## src/rtl/dmem_port_arbiter.sv

```systemverilog
// Shares one single-port data memory between the core LSU and a DMA/loader engine.
// Fair core/DMA arbitration, locked DMA bursts, and a registered read response per port.
module dmem_port_arbiter #(
    parameter int MAX_WAIT  = 4,
    parameter int MAX_BURST = 16
) (
    input  logic        clk,
    input  logic        rst_n,
    input  logic        core_req,
    input  logic        core_we,
    input  logic [31:0] core_addr,
    input  logic [2:0]  core_size,
    input  logic [31:0] core_wdata,
    output logic        core_gnt,
    output logic        core_rvalid,
    output logic [31:0] core_rdata,
    input  logic        dma_req,
    input  logic        dma_we,
    input  logic [31:0] dma_addr,
    input  logic [2:0]  dma_size,
    input  logic [31:0] dma_wdata,
    input  logic        dma_last,
    output logic        dma_gnt,
    output logic        dma_rvalid,
    output logic [31:0] dma_rdata,
    output logic [31:0] mem_addr,
    output logic [31:0] mem_wdata,
    output logic [2:0]  mem_size,
    output logic        mem_wen,
    input  logic [31:0] mem_rdata,
    output logic        dbg_state
);

    // Handshake: a requester holds req and its payload stable until gnt; gnt is
    // combinational in the same cycle, and the access completes at that cycle's edge.

    localparam int WAIT_W  = $clog2(MAX_WAIT + 1);
    localparam int BURST_W = $clog2(MAX_BURST + 1);

    localparam logic [0:0] ST_ARB   = 1'b0;
    localparam logic [0:0] ST_BURST = 1'b1;

    logic [0:0]         state_q, state_d;
    logic [WAIT_W-1:0]  wait_cnt_q, wait_cnt_d;
    logic [BURST_W-1:0] burst_cnt_q, burst_cnt_d;
    logic               core_rvalid_q, core_rvalid_d;
    logic               dma_rvalid_q, dma_rvalid_d;
    logic [31:0]        core_rdata_q, core_rdata_d;
    logic [31:0]        dma_rdata_q, dma_rdata_d;

    always_comb begin
        core_gnt = 1'b0;
        dma_gnt  = 1'b0;
        if (rst_n) begin
            if (state_q == ST_BURST) begin
                dma_gnt = dma_req;
            end else if ((wait_cnt_q == WAIT_W'(MAX_WAIT)) && dma_req) begin
                dma_gnt = 1'b1;
            end else if (core_req) begin
                core_gnt = 1'b1;
            end else if (dma_req) begin
                dma_gnt = 1'b1;
            end
        end
    end

    always_comb begin
        mem_addr  = 32'h0;
        mem_wdata = 32'h0;
        mem_size  = 3'b010;
        mem_wen   = 1'b0;
        if (core_gnt) begin
            mem_addr  = core_addr;
            mem_wdata = core_wdata;
            mem_size  = core_size;
            mem_wen   = core_we;
        end else if (dma_gnt) begin
            mem_addr  = dma_addr;
            mem_wdata = dma_wdata;
            mem_size  = dma_size;
            mem_wen   = dma_we;
        end
    end

    always_comb begin
        state_d     = state_q;
        wait_cnt_d  = wait_cnt_q;
        burst_cnt_d = burst_cnt_q;
        case (state_q)
            ST_ARB: begin
                burst_cnt_d = '0;
                if (dma_gnt || !dma_req) begin
                    wait_cnt_d = '0;
                end else if (wait_cnt_q != WAIT_W'(MAX_WAIT)) begin
                    wait_cnt_d = wait_cnt_q + 1'b1;
                end
                if (dma_gnt && !dma_last) begin
                    state_d     = ST_BURST;
                    burst_cnt_d = BURST_W'(1);
                end
            end
            ST_BURST: begin
                wait_cnt_d  = '0;
                burst_cnt_d = burst_cnt_q + 1'b1;
                // Counter advances even on refused beats so a stalled DMA cannot hold the lock.
                if ((dma_gnt && dma_last) || (burst_cnt_d == BURST_W'(MAX_BURST))) begin
                    state_d = ST_ARB;
                end
            end
            default: state_d = ST_ARB;
        endcase
    end

    always_comb begin
        core_rvalid_d = core_gnt && !core_we;
        dma_rvalid_d  = dma_gnt && !dma_we;
        core_rdata_d  = core_rvalid_d ? mem_rdata : core_rdata_q;
        dma_rdata_d   = dma_rvalid_d ? mem_rdata : dma_rdata_q;
    end

    always_ff @(posedge clk) begin
        if (!rst_n) begin
            state_q       <= ST_ARB;
            wait_cnt_q    <= '0;
            burst_cnt_q   <= '0;
            core_rvalid_q <= 1'b0;
            dma_rvalid_q  <= 1'b0;
            core_rdata_q  <= 32'h0;
            dma_rdata_q   <= 32'h0;
        end else begin
            state_q       <= state_d;
            wait_cnt_q    <= wait_cnt_d;
            burst_cnt_q   <= burst_cnt_d;
            core_rvalid_q <= core_rvalid_d;
            dma_rvalid_q  <= dma_rvalid_d;
            core_rdata_q  <= core_rdata_d;
            dma_rdata_q   <= dma_rdata_d;
        end
    end

    assign core_rvalid = core_rvalid_q;
    assign dma_rvalid  = dma_rvalid_q;
    assign core_rdata  = core_rdata_q;
    assign dma_rdata   = dma_rdata_q;
    assign dbg_state   = state_q;

endmodule
```

## config.mk

```make
export PLATFORM = sky130hd
export DESIGN_NAME = dmem_port_arbiter
export DESIGN_NICKNAME = d
export VERILOG_FILES = /design/src/rtl/dmem_port_arbiter.sv
export SDC_FILE = /design/constraint.sdc
export NUM_CORES = 1
export LEC_CHECK = 0
export ABC_AREA = 1
export CAP_MARGIN = 20
export CORE_ASPECT_RATIO = 0.6
export CORE_MARGIN = 3
export CORE_UTILIZATION = 30
export CTS_BUF_LIST = sky130_fd_sc_hd__clkbuf_8 sky130_fd_sc_hd__clkbuf_16
export CTS_CLUSTER_DIAMETER = 40
export DETAILED_ROUTE_END_ITERATION = 12
export PLACE_DENSITY_LB_ADDON = 0.12
export SKIP_CTS_REPAIR_TIMING = 1
export SYNTH_ARGS = -nofsm -noshare
export SYNTH_HDL_FRONTEND = slang
export SYNTH_SLANG_ARGS = --single-unit
```

## constraint.sdc

```tcl
create_clock -name clk -period 2.1 [get_ports clk]
set_input_delay 0.63 -clock clk [delete_from_list [all_inputs] [get_ports clk]]
set_output_delay 0.63 -clock clk [all_outputs]
set_load 0.05 [all_outputs]
```

### Word level (Yosys, flattened, before mapping)

Index checks and enable logic that the tools add are counted.

| cells by class | value |
|---|---|
| add/subtract/negate cells | 2 |
| multipliers | 0 |
| div/mod/pow operators | 0 |
| order comparisons | 0 |
| equality and inequality tests | 4 |
| shifts and indexed selects | 0 |
| mux-type cells | 25 |
| bitwise logic cells | 1 |
| reduce and logical (&&, ||, !) cells | 11 |

Operators by type and width:

| kind | count |
|---|---|
| 32-bit two-way mux | 4 |
| 1-bit two-way mux | 14 |
| 3-bit two-way mux | 4 |
| 5-bit case mux with 2 select lines | 1 |
| 3-bit != test, second input constant | 2 |
| 3-bit case mux with 2 select lines | 1 |
| 5-bit by 1-bit adder with 5-bit output, second input constant | 1 |
| 5-bit == test, second input constant | 1 |
| 1-bit logical AND | 5 |
| 1-bit zero test | 4 |
| 3-bit by 1-bit adder with 3-bit output, second input constant | 1 |
| 3-bit == test, second input constant | 1 |
| 1-bit logical OR | 2 |
| 1-bit case mux with 2 select lines | 1 |
| 1-bit NOT | 1 |

| word-level totals | value |
|---|---|
| register bits after elaboration | 75 |
| bits in latches | 0 |
| bits in writable memories | 0 |
| bits in read-only memories | 0 |
| output and inout port bits | 137 |
| word-level logic and storage cells | 50 |
| memories | 0 |

### Longest topological paths before layout

| depth | value |
|---|---|
| word-level depth | 9 |
| depth in mapped cells | 10 |

### Worst setup path before layout

No wires, ideal clock.

| timing | value |
|---|---|
| kind | flip-flop to output port |
| start point | register state_q (netlist: dbg_state) |
| end point | output mem_wen |
| arrival | 2026 ps |
| required time | 1470 ps |
| slack | -556 ps |
| cell stages (with the launch flop) | 8 |
| path buffers | 1 |
| path through | dfxtp_1 -> inv_2 -> nand3_2 -> nand3_4 -> inv_2 -> buf_4 -> nand2_1 -> a21oi_1 |

| on the way | value |
|---|---|
| longest elaborated chain between the ends | 4 |

Ends and longest elaborated chain:

| element | line | RTL |
|---|---|---|
| start: declaration | 43 | `logic [0:0] state_q, state_d;` |
| start signal: assignment | 131 | `state_q <= state_d;` |
| 1-bit two-way mux | 55 | `if (state_q == ST_BURST) begin` |
| 1-bit two-way mux | 54 | `if (rst_n) begin` |
| 1-bit two-way mux | 77 | `end else if (dma_gnt) begin` |
| 1-bit two-way mux (*) | 72 | `if (core_gnt) begin` |
| end: declaration | 29 | `output logic mem_wen,` |

Every way passes the cells marked *; elsewhere a longest branch is shown, timed or not.

### Worst setup path in the final report

| timing | value |
|---|---|
| start point | register wait_cnt_q[1] |
| end point | output mem_size[0] |

| on the way | value |
|---|---|
| longest elaborated chain between the ends | 7 |

Ends and longest elaborated chain:

| element | line | RTL |
|---|---|---|
| start: declaration | 44 | `logic [WAIT_W-1:0] wait_cnt_q, wait_cnt_d;` |
| start signal: assignment | 132 | `wait_cnt_q <= wait_cnt_d;` |
| 3-bit == test (*) | 57 | `end else if ((wait_cnt_q == WAIT_W'(MAX_WAIT)) && dma_req) begin` |
| 1-bit logical AND (*) | 57 |  |
| 1-bit two-way mux | 57 |  |
| 1-bit two-way mux | 55 |  |
| 1-bit two-way mux | 54 |  |
| 3-bit two-way mux | 77 |  |
| 3-bit two-way mux (*) | 72 |  |
| end: declaration | 28 | `output logic [2:0] mem_size,` |

Marks and branches as above.

==> reports/results.txt <==
The run finished, with violations left. The final reports fail on setup timing. Prior to clock tree synthesis, the placed netlist has a worst setup slack of -0.640 ns. For the post-route clock skew, the log shows 0.00509 ns. The all-layer global routing usage is 0.229, and the data arrival time of the worst path is 1.76 ns.

The tool flagged a number of max-cap violations equal to 0. The worst hold path belongs to the class reg2reg. The tools report the reg-to-reg startpoint as wait_cnt_q[1]$_SDFFE_PN0P_.

The most common library cell in the layout ignoring fill and taps was nand2_1. The share of the clock period used by the worst path is 1.14. The tools report the later-pin clock latency in the skew report as 0.32 ns. Number of iterations in the first detailed-routing pass: 5.

The shortest period the worst path allows was 2.39 ns. The maximum clock insertion buffer count was 2. The startpoint kind of the worst setup timing path was a flip-flop. The tools report the worst relative slew slack as 0.528. After detailed routing, the number of vias per cell comes to 4.56. The worst hold path begins at dma_rdata[19]$_SDFFE_PN0P_.

For the required time of the critical path, the log shows 1.47 ns. The remaining antenna violation count after routing is 0. After detailed routing, the average wire length per cell comes to 16.8 µm. TritonCTS built the clock tree. The worst hold path terminates at dma_rdata[19]$_SDFFE_PN0P_. The run gives 4,854 as the number of global-route vias before repair.

The number of hold-slack violations in the final timing report is 0, and the number of design-rule violations left by the first detailed-router iteration is 235. Counting stages on the worst path, the most repeated cell is nand2_4. The congestion estimate from routability-driven global placement came to 0.888.

For the via total after detailed routing, the log shows 5,107. STA classifies the critical path endpoint as an output pin. Counting every sink on the clock net gives 75.

In the routed design, unresolved DRC markers number 0. The critical path goes through inv_2 > ha_4 > nand3_2 > nand2_4 > clkinv_8 > clkbuf_16 > nand2_1 > nand2_4 > buf_12. Static timing analysis puts the maximum clock frequency at 418 MHz. At the pin with the least slew margin, the transition time is 0.708 ns.

The run gives 9750 µm as the met2 routed wirelength. Excluding fillers, the count of instances in the completed layout stands at 1,119. The count of input and output buffers came out at 309. The highest metal layer used by the detailed router is met4. IR analysis of the VDD net gives a maximum drop of 442 µV.

The setup slack of the critical path after layout is -0.292 ns, and the final setup violation count is 70. The final layout contains routed wiring with a total length of 18,800 µm. For the gate count after technology mapping, the log shows 629. Fill cells in the final layout number 849.

The count of pins over their slew limit was 0. Critical path's slowest cell: dfxtp_2. Setup repair after global routing could not meet its margin everywhere. The number of ports placed on the die boundary was 310; the post-CTS clock slew at the launch and capture registers of the worst setup and hold paths was 0.06 ns.

The synthesis-stage register bit count is 75, and the area of the core is 12,300 µm². The floorplan has 31 rows. The logs give 0.313 for the starting density of the core and 14,100 µm for the detailed placer's ending HPWL. The floorplan die area is 14,300 µm², and the CTS H-tree depth is 3.

For the global-route wire length before repair, the log shows 26,300 µm. The fraction of final layout cells with drive strength greater than 1 was 0.381; the pin count of the biggest net entering global routing was 68. The clock root buffer master was clkbuf_16.

In the final design database the tool counted 1,125 nets. For flop-to-flop paths, the worst setup slack is 0.28 ns. The logs give 1120 µm for the met3 wire length and 1,085 for the post-placement cell count. Leaving out fill and tap cells, the most frequent cells in the layout are nand2_1 (181), clkdlybuf4s50_1 (170), nand2_2 (82). The path type of the worst setup path is reg2out. The portion of the post-synthesis area used by sequential elements was 0.390; the Yosys warning count was 0. The net count after synthesis came out at 806. In this run the number of cells on the critical path is 9. The die span in x came out at 152 µm. Synthesis instantiated 27 different standard cells from the library. In this design, the stage delay of the slowest critical-path cell is 0.32 ns.

The met1 wire length came out at 7660 µm. The floorplan step set the die height to 93.8 µm. Averaged over all synthesized cells, the footprint is 6.13 µm². The critical path contains buffers and inverters numbering 4 combined.

The logs give 9 for the number of CTS-inserted buffers and 0 for the global route total overflow. Summed over all cells, the static leakage comes to 4.25 nW. The path depth of the worst reg2reg path is 9, and the post-synthesis to final-layout area growth is 139%.

The cell area after synthesis was 3850 µm². Dividing total power by cell area gives a power density of 581 nW/µm². In this design, the largest share of critical-path delay is due to buffers and inverters.

In this run the critical register-to-register path is captured at core_rdata[5]$_SDFFE_PN0P_. Of all nets on the critical path, the largest fanout is 8. Across all hold checks on the routed design, the worst slack comes to 0.461 ns. Number of antenna violations at the first check in global routing: 0. The worst hold path was traced through 2 stages.
-- worst max path at each step --
stage,from,endpoint,slack (ns)
floorplan,rst_n,mem_wdata[11],-0.05
global placement,core_req,mem_wdata[21],-0.61
detailed placement,core_req,mem_wdata[27],-0.64
CTS,core_req,mem_wdata[27],-0.64
global route,wait_cnt_q[0]$_SDFFE_PN0P_,mem_addr[3],-0.37
finish,wait_cnt_q[1]$_SDFFE_PN0P_,mem_size[0],-0.29
-- registers in the layout, summed over array words and instances (netlist names) --
signal       count
wait_cnt_q       3
dbg_state        1
core_rdata      32
dma_rdata       32
core_rvalid      1
burst_cnt_q      5
dma_rvalid       1
-- power breakdown --
group / total, W / internal (W) / switching [W]
Clock: 0.00181 / 0.00126 / 0.000558
Sequential: 0.00153 / 0.00149 / 0.0000378
Combinational: 0.00201 / 0.000931 / 0.00108
Total: 0.00535 / 0.00368 / 0.00167
-- tightest hold or removal path, stage by stage (launching register included) --
cell	delay, ns
dfxtp_1	0.31
nand2_1	0.05
o21ai_1	0.06
-- routing by layer --
layer	vias to the layer above	track usage
met2	178	0.409
met5	-	0
met3	22	0.0612
met1	2371	0.280
met4	0	0.0479
li1	2536	-
-- metrics by stage --
stage,cell area [µm²],util,setup TNS [ns],power [W]
after global placement,8260,0.672,-50.49,0.00340
final,9210,0.749,-17.37,0.00535
after global routing,9210,0.749,-23.21,0.00556
after CTS,8620,0.701,-43.25,0.00527
after detailed placement,8260,0.672,-54.34,0.00343
after floorplan,4490,-,-1.24,0.00249
-- Yosys cell counts, drive strengths merged --
cell type / instances / area share
a21oi: 3 / 0.0039
a31oi: 1 / 0.0016
buf: 31 / 0.060
clkbuf: 5 / 0.0049
dfxtp: 75 / 0.39
ha: 4 / 0.013
inv: 45 / 0.044
nand2: 341 / 0.33
nand3: 6 / 0.014
nand3b: 4 / 0.0088
nand4: 1 / 0.0016
nor2: 75 / 0.076
nor3: 2 / 0.0026
o2111ai: 1 / 0.0023
o21ai: 34 / 0.044
o22ai: 1 / 0.0016
-- kinds of logic (layout without fill, tap and decap cells) --
kind of cell,Yosys count,in the layout,share of synthesized area
adder cells (fa/ha/maj),4,4,0.0130
other,0,1,0
flip-flops,75,75,0.390
buffers and inverters,81,405,0.109
AND/OR/NAND/NOR,429,429,0.435
AO/OA/AOI/OAI,40,40,0.0536
-- cell type report --
class	instances	area (µm²)	share of cell area
Clock buffer	12	267	0.0289
Sequential cell	75	1510	0.163
Multi-Input combinational cell	473	2800	0.304
Tap cell	165	206	0.0224
Timing Repair Buffer	343	4120	0.448
Timing Repair inverter	1	11.3	0.00122
Antenna cell	1	2.50	0.000272
Clock inverter	4	95.1	0.0103
Inverter	45	199	0.0216
Power figures use the tool's default switching activity.
